## src/rtl/button_conditioner.sv

```systemverilog
// Per-channel push-button front end: two-flop synchroniser, counting debouncer,
// registered press/release events and a long-press (hold) timer.
// Every output is a register, so no raw pin reaches an output combinationally.
module button_conditioner #(
    parameter int N_BTN           = 5,
    parameter int DEBOUNCE_CYCLES = 2_000_000,
    parameter int HOLD_CYCLES     = 300_000_000
) (
    input  logic             clk,
    input  logic             rst,
    input  logic [N_BTN-1:0] btn_raw,
    output logic [N_BTN-1:0] btn_level,
    output logic [N_BTN-1:0] btn_press,
    output logic [N_BTN-1:0] btn_release,
    output logic [N_BTN-1:0] btn_hold,
    output logic [N_BTN-1:0] btn_hold_pls
);

    localparam int DB_W   = $clog2(DEBOUNCE_CYCLES + 1);
    localparam int HOLD_W = $clog2(HOLD_CYCLES + 1);

    // Last count value before the debounced level flips / the hold flag sets.
    localparam logic [DB_W-1:0]   DB_LAST   = DB_W'(DEBOUNCE_CYCLES - 1);
    localparam logic [HOLD_W-1:0] HOLD_LAST = HOLD_W'(HOLD_CYCLES - 1);

    typedef enum logic [1:0] {
        ST_REL  = 2'd0,
        ST_ARM  = 2'd1,
        ST_HELD = 2'd2
    } hold_state_e;

    logic [N_BTN-1:0] sync1_q;
    logic [N_BTN-1:0] sync2_q;

    // Two-flop synchroniser for the asynchronous pins.
    always_ff @(posedge clk or posedge rst) begin
        if (rst) begin
            sync1_q <= '0;
            sync2_q <= '0;
        end else begin
            sync1_q <= btn_raw;
            sync2_q <= sync1_q;
        end
    end

    for (genvar gi = 0; gi < N_BTN; gi++) begin : g_chan
        logic [DB_W-1:0]   db_cnt_q, db_cnt_d;
        logic              level_q, level_d;
        logic              rise_d, fall_d;
        logic              press_q, release_q;
        hold_state_e       state_q, state_d;
        logic [HOLD_W-1:0] hold_cnt_q, hold_cnt_d;
        logic              hold_q, hold_d;
        logic              hold_pls_q, hold_pls_d;

        // Debounce: flip the level only after DEBOUNCE_CYCLES consecutive disagreeing samples.
        always_comb begin
            db_cnt_d = '0;
            level_d  = level_q;
            if (sync2_q[gi] != level_q) begin
                if (db_cnt_q == DB_LAST) begin
                    level_d  = sync2_q[gi];
                    db_cnt_d = '0;
                end else begin
                    db_cnt_d = db_cnt_q + 1'b1;
                end
            end
        end

        // Level edges are known in the same cycle the level register is loaded.
        assign rise_d = level_d & ~level_q;
        assign fall_d = ~level_d & level_q;

        // Hold timer next state; a release always takes priority over hold expiry.
        always_comb begin
            state_d    = state_q;
            hold_cnt_d = hold_cnt_q;
            hold_d     = hold_q;
            hold_pls_d = 1'b0;
            case (state_q)
                ST_REL: begin
                    hold_cnt_d = '0;
                    hold_d     = 1'b0;
                    if (rise_d) begin
                        state_d = ST_ARM;
                    end
                end
                ST_ARM: begin
                    if (fall_d) begin
                        state_d    = ST_REL;
                        hold_cnt_d = '0;
                    end else if (hold_cnt_q == HOLD_LAST) begin
                        state_d    = ST_HELD;
                        hold_d     = 1'b1;
                        hold_pls_d = 1'b1;
                    end else begin
                        hold_cnt_d = hold_cnt_q + 1'b1;
                    end
                end
                ST_HELD: begin
                    if (fall_d) begin
                        state_d    = ST_REL;
                        hold_cnt_d = '0;
                        hold_d     = 1'b0;
                    end
                end
                default: begin
                    state_d    = ST_REL;
                    hold_cnt_d = '0;
                    hold_d     = 1'b0;
                end
            endcase
        end

        // Channel state registers and registered event pulses.
        always_ff @(posedge clk or posedge rst) begin
            if (rst) begin
                db_cnt_q   <= '0;
                level_q    <= 1'b0;
                press_q    <= 1'b0;
                release_q  <= 1'b0;
                state_q    <= ST_REL;
                hold_cnt_q <= '0;
                hold_q     <= 1'b0;
                hold_pls_q <= 1'b0;
            end else begin
                db_cnt_q   <= db_cnt_d;
                level_q    <= level_d;
                press_q    <= rise_d;
                release_q  <= fall_d;
                state_q    <= state_d;
                hold_cnt_q <= hold_cnt_d;
                hold_q     <= hold_d;
                hold_pls_q <= hold_pls_d;
            end
        end

        assign btn_level[gi]    = level_q;
        assign btn_press[gi]    = press_q;
        assign btn_release[gi]  = release_q;
        assign btn_hold[gi]     = hold_q;
        assign btn_hold_pls[gi] = hold_pls_q;
    end

endmodule

```

## config.mk

```make
export PLATFORM = sky130hd
export DESIGN_NAME = button_conditioner
export DESIGN_NICKNAME = d
export VERILOG_FILES = /design/src/rtl/button_conditioner.sv
export SDC_FILE = /design/constraint.sdc
export NUM_CORES = 1
export LEC_CHECK = 0
export BUFFER_PORTS_ARGS = -buffer_cell sky130_fd_sc_hd__buf_2
export CAP_MARGIN = 20
export CORE_ASPECT_RATIO = 1.2
export CORE_MARGIN = 2
export CORE_UTILIZATION = 40
export CTS_BUF_LIST = sky130_fd_sc_hd__clkbuf_2
export CTS_CLUSTER_SIZE = 24
export DETAILED_ROUTE_END_ITERATION = 16
export PLACE_DENSITY = 0.63
export SETUP_SLACK_MARGIN = 0.4
export SYNTH_ARGS = -nofsm -noshare
export SYNTH_HDL_FRONTEND = slang
export SYNTH_SLANG_ARGS = --single-unit
```

## constraint.sdc

```tcl
create_clock -name clk -period 17.75 [get_ports clk]
set_clock_uncertainty 0.1 [all_clocks]
set_input_delay 1.775 -clock clk [delete_from_list [all_inputs] [get_ports clk]]
set_output_delay 1.775 -clock clk [all_outputs]
set_load 0.005 [all_outputs]
```

; Yosys cells after proc, flatten, opt, wreduce, memory -nomap -nowiden
; Index checks and enable logic that the tools add are counted.
[word_totals]
wordCells = 247
reg_bits = 295
output_inout_bits = 25
[classes]
bitwise = 20
mux = 100
reduce_logical = 20
add_sub_neg = 10
n_eq_ne = 55
[op_table]
columns = operator, n
row1 = 29-bit 2-to-1 mux, 15
row2 = 29-bit case mux with 2 select lines, 5
row3 = 21-bit 2-to-1 mux, 10
row4 = 29-bit by 1-bit adder with 29-bit output (second input constant), 5
row5 = 29-bit equality test (second input constant), 5
row6 = 21-bit by 1-bit adder with 21-bit output (second input constant), 5
row7 = 21-bit equality test (second input constant), 5
row8 = 1-bit 2-to-1 mux, 40
row9 = 2-bit 2-to-1 mux, 20
row10 = 2-bit != test (second input constant), 20
row11 = 3-bit != test (second input constant), 10
row12 = 2-bit case mux with 3 select lines, 5
row13 = 3-bit AND reduction, 10
row14 = 1-bit AND, 10
row15 = 2-bit by 1-bit equality test with 1-bit output (second input constant), 5
row16 = 2-bit equality test (second input constant), 5
row17 = 2-bit logical NOT, 5
row18 = 1-bit NOT, 10
row19 = 1-bit case mux with 2 select lines, 5
row20 = 2-bit AND reduction, 5
row21 = 1-bit != test, 5

; Depth between registers and ports, before layout
[logic_depth]
depth_word = 7
mapped_depth = 10
ltp_nobuf = 7

; Worst setup path after synthesis
; No wires, ideal clock.
[synth_timing]
kind = flip-flop to flip-flop
start = register g_chan[1].db_cnt_q[13]
end = register g_chan[1].hold_cnt_q[14]
period_less_slack_ns = 2.684
slack_ns = 15.066
t_arrival_ns = 2.506
path_stages_with_launch = 9
n_path_buf = 2
required_time_ns = 17.572
path_cell_list = dfrtp_1 > or4_1 > or4_1 > buf_2 > o31a_1 > and2_1 > buf_6 > or3_1 > a21oi_1
[synth_between]
elab_chain_len = 7
elab_cells_between_ends = 10
classes_between = eq/ne: 3 / mux: 4 / bitwise: 2 / reduce/logical: 1
[synth_lines]
columns = item, line_no
row1 = start: declaration, 47  ; logic [DB_W-1:0] db_cnt_q, db_cnt_d;
row2 = start signal: assignment, 127  ; db_cnt_q <= db_cnt_d;
row3 = 21-bit equality test (*), 61  ; if (db_cnt_q == DB_LAST) begin
row4 = 1-bit 2-to-1 mux (*), 61
row5 = 1-bit 2-to-1 mux (*), 60  ; if (sync2_q[gi] != level_q) begin
row6 = 1-bit NOT (*), 72  ; assign fall_d = ~level_d & level_q;
row7 = 1-bit AND (*), 72
row8 = "29-bit 2-to-1 mux, or another cell as far along", 89  ; if (fall_d) begin
row9 = 29-bit case mux with 2 select lines / 2-bit AND reduction (equally long branches), -
row10 = end signal: assignment, 132  ; hold_cnt_q <= hold_cnt_d;
row11 = end: declaration, 52  ; logic [HOLD_W-1:0] hold_cnt_q, hold_cnt_d;
; Every way passes the cells marked *; elsewhere a longest branch is shown, timed or not.
; A chain may end at the register's enable or synchronous reset.

; Worst setup path after layout
[layout_timing]
start = register g_chan[3].level_q
end = output port btn_level[3]
[layout_rtl]
columns = item, line_no
row1 = start: declaration, 48  ; logic level_q, level_d;
row2 = start signal: assignment, 128  ; level_q <= level_d;
row3 = end: declaration, 12  ; output logic [N_BTN-1:0] btn_level,
; No word-level cell between the ends.

==> impl_metrics.json <==
{
  "status": "complete, no violations",
  "synth.yosys.warnings": 0,
  "count_of_pins_over_their_slew_limit": 0,
  "crit_type": "reg2out",
  "netlist_top_cells_area": "dfrtp_1 (50%), nor2_1 (6.5%), xor2_1 (6.1%)",
  "first_pass_grt_wire_length_mm": 53.2,
  "crit_path_start_kind": "register",
  "synthCells": 1554,
  "critical_path.cell_chain": "buf_2",
  "numPortBuffers": 31,
  "floorplan.die.width_um": 180,
  "timing.slew.headroom": 0.398,
  "fraction_of_synthesis_flops_using_an_asynchronous_set_or_reset_pin": 1.00,
  "max-clock-path-buffers": 3,
  "internal_power_uw": 880,
  "final_nets": 1618,
  "initial_utilization": 0.405,
  "switching_share": 0.265,
  "worst_hold_path_type": "reg2reg",
  "yosysSeqAreaShare": 0.495,
  "post_cts_resized": 0,
  "tritoncts": "yes",
  "cts_hold_buffers": 0,
  "synthTopCellsByCount": "dfrtp_1 (295), nor2_1 (260), nand2_1 (109), xor2_1 (104), xnor2_1 (93)",
  "total_power_uw": 1200,
  "p_comb_frac": 0.019,
  "core-area_um2": 36800,
  "number_of_hold_violations_in_the_final_report": 0,
  "instances_no_fill": 2135,
  "worst_path_dominant_cell_family": "flip-flops",
  "synthDominantCellAreaShare": 0.495,
  "ys_types": 62,
  "first_global_vias": 11300,
  "clk_root_buffer_cell": "clkbuf_2",
  "grt_setup_unrepaired": "no",
  "dr.first_iter.drc_count": 505,
  "fin_crit_ns": 3.38,
  "grt_max_degree": 122,
  "numCtsBuffers": 81,
  "gpl.final_weighted_congestion": 0.824,
  "critPathMaxFanout": 5,
  "numClockSinks": 295,
  "p_switching_uw": 317,
  "multiInputGateArea_um2": 7060,
  "num_vias": 11300,
  "wl_mm": 29.9,
  "power_leakage_uw": 0.00667,
  "synth_area_leader_cell": "dfrtp_1",
  "grt_util_overall": 0.159,
  "numPlacedInstances": 1988,
  "synthesis.area_um2": 14900,
  "worst_path_largest_cell_delay_ns": 0.42,
  "cts_htree_levels": 3,
  "fraction_of_final_layout_cells_with_drive_strength_greater_than_1": 0.117,
  "ys.flop_type": "dfrtp_1",
  "placementRows": 77,
  "ir_drop_mv": 0.0384,
  "measured_slew_at_the_worst_slew_check_pin_ns": 0.897,
  "place_worst_setup_slack_ns": 13.68,
  "avgRoutedWirePerCell_um": 14.0,
  "syn_avg_cell_area_um2": 9.59,
  "via_per_inst": 5.30,
  "final-setup-viol-count": 0,
  "io-pin-count": 32,
  "power.sequential.fraction": 0.567,
  "tns_ns": 0,
  "fin_crit_share": 0.191,
  "drtPass1Iterations": 5,
  "detailed_place_hpwl_mm": 19.1,
  "ff_latch_area_um2": 7380,
  "layout-area-overhead-vs-synth_pct": 8.13,
  "final.fill_count": 3637,
  "synth_fp_nets": 1571,
  "max_cap_violations": 0,
  "cp_bufs_invs": 1,
  "cts.reportedPaths.clkPinSlew_ns": 0.11,
  "drt.antenna.violating_nets": 0,
  "drcViolationCount": 0,
  "worst-endpoint-required_ns": 15.88,
  "die_h_um": 215,
  "yosys_register_bits": 295,
  "synth_enable_flop_cells": 0,
  "p_clk_frac": 0.413,
  "grt-ovfl-total": 0,
  "setup_ws_ns": 14.37,
  "cellPowerDensity_nw_per_um2": 74.2,
  "clk-insertion-delay-late_ns": 0.96,
  "worst-endpoint-arrival_ns": 1.51,
  "setup.worst_path.end_class": "output pin",
  "fmax_mhz": 296,
  "post_cts_setup_bufs": 0,
  "cpMaxStageDelayCell": "dfrtp_1",
  "yosys.cell_count.top_type": "dfrtp_1",
  "antenna_violations_before_repair": 1,
  "full_die_area_um2": 38800
}
## registers in the layout, summed over array words and instances (netlist names)
register / flops
g_chan.hold_cnt_q: 145
g_chan.db_cnt_q: 105
g_chan.state_q: 10
g_chan.hold_pls_q: 5
g_chan.hold_q: 5
g_chan.level_q: 5
g_chan.press_q: 5
g_chan.release_q: 5
sync1_q: 5
sync2_q: 5
## layout by cell type, fill, tap and decap left out, types with 20 or more instances in the layout
cell and instances:
nor2_1 260, or3_1 29, buf_2 32, o21ai_0 51, xnor2_1 93, xor2_1 104
and3_1 49, nand2b_1 25, dfrtp_1 295, a211oi_1 20, nand3_1 79, and4_1 29
nor3_1 24, clkbuf_2 112, a21oi_1 49, nand4_1 54, nand2_1 109
## final timing paths
| path | to | depth (start not counted) | slack (ns) | startpoint |
|---|---|---|---|---|
| worst max-delay path | btn_level[3] | 1 | 14.37 | g_chan[3].level_q |
| worst min-delay path | sync2_q[1] | 0 | 0.21 | sync1_q[1] |
| worst max register to register | g_chan[1].hold_cnt_q[28] | 6 | 14.53 | g_chan[1].db_cnt_q[13] |
| worst min register to register | sync2_q[1] | 0 | 0.21 | sync1_q[1] |
| max in group asynchronous | g_chan[4].hold_cnt_q[21] | 4 | 14.76 | rst |
| min in group asynchronous | g_chan[2].hold_cnt_q[28] | 2 | 0.87 | rst |
## layout make-up
type / count / area share
clock inverter: 29 / 0.0108
inverter: 20 / 0.00512
multi-input combinational: 1158 / 0.438
clock buffer: 112 / 0.0348
sequential: 295 / 0.458
timing repair buffer: 45 / 0.0162
tap: 474 / 0.0368
antenna: 2 / 0.000311
## cell families after synthesis
| group | Yosys count | synth area share |
|---|---|---|
| flip-flops | 295 | 0.495 |
| AND/OR/NAND/NOR | 754 | 0.260 |
| buffers and inverters | 101 | 0.0329 |
| AO/OA/AOI/OAI | 191 | 0.0836 |
| multiplexers | 6 | 0.00445 |
| XOR/XNOR | 197 | 0.116 |
| adder cells (fa/ha/maj) | 10 | 0.00839 |
## power groups by stage
stage                     registers (µW)  logic [µW]  clock network (µW)
after global placement               692        24.2                   0
after detailed placement             692        24.8                   0
final                                679        23.2                 494
after CTS                            679        24.8                 524
after floorplan                      692        17.6                   0
after global routing                 680        28.0                 561
## per-stage QoR
step | utilization | hold slack (ns) | area (µm²)
after CTS | 0.437 | 0.227 | 16100
after global placement | 0.417 | 0.233 | 15300
after global routing | 0.438 | 0.214 | 16100
after floorplan | - | 0.231 | 14900
final | 0.438 | 0.214 | 16100
after detailed placement | 0.417 | 0.236 | 15300
## per-layer routing
layer  global-route usage  routed length [µm]  vias up
met3               0.0366                1160       55
met5                    0                   0        -
met1                0.206               13900     5486
met4               0.0712                 682        0
met2                0.256               14200      188
li1                     -                   -     5582
Power figures use the tool's default switching activity.
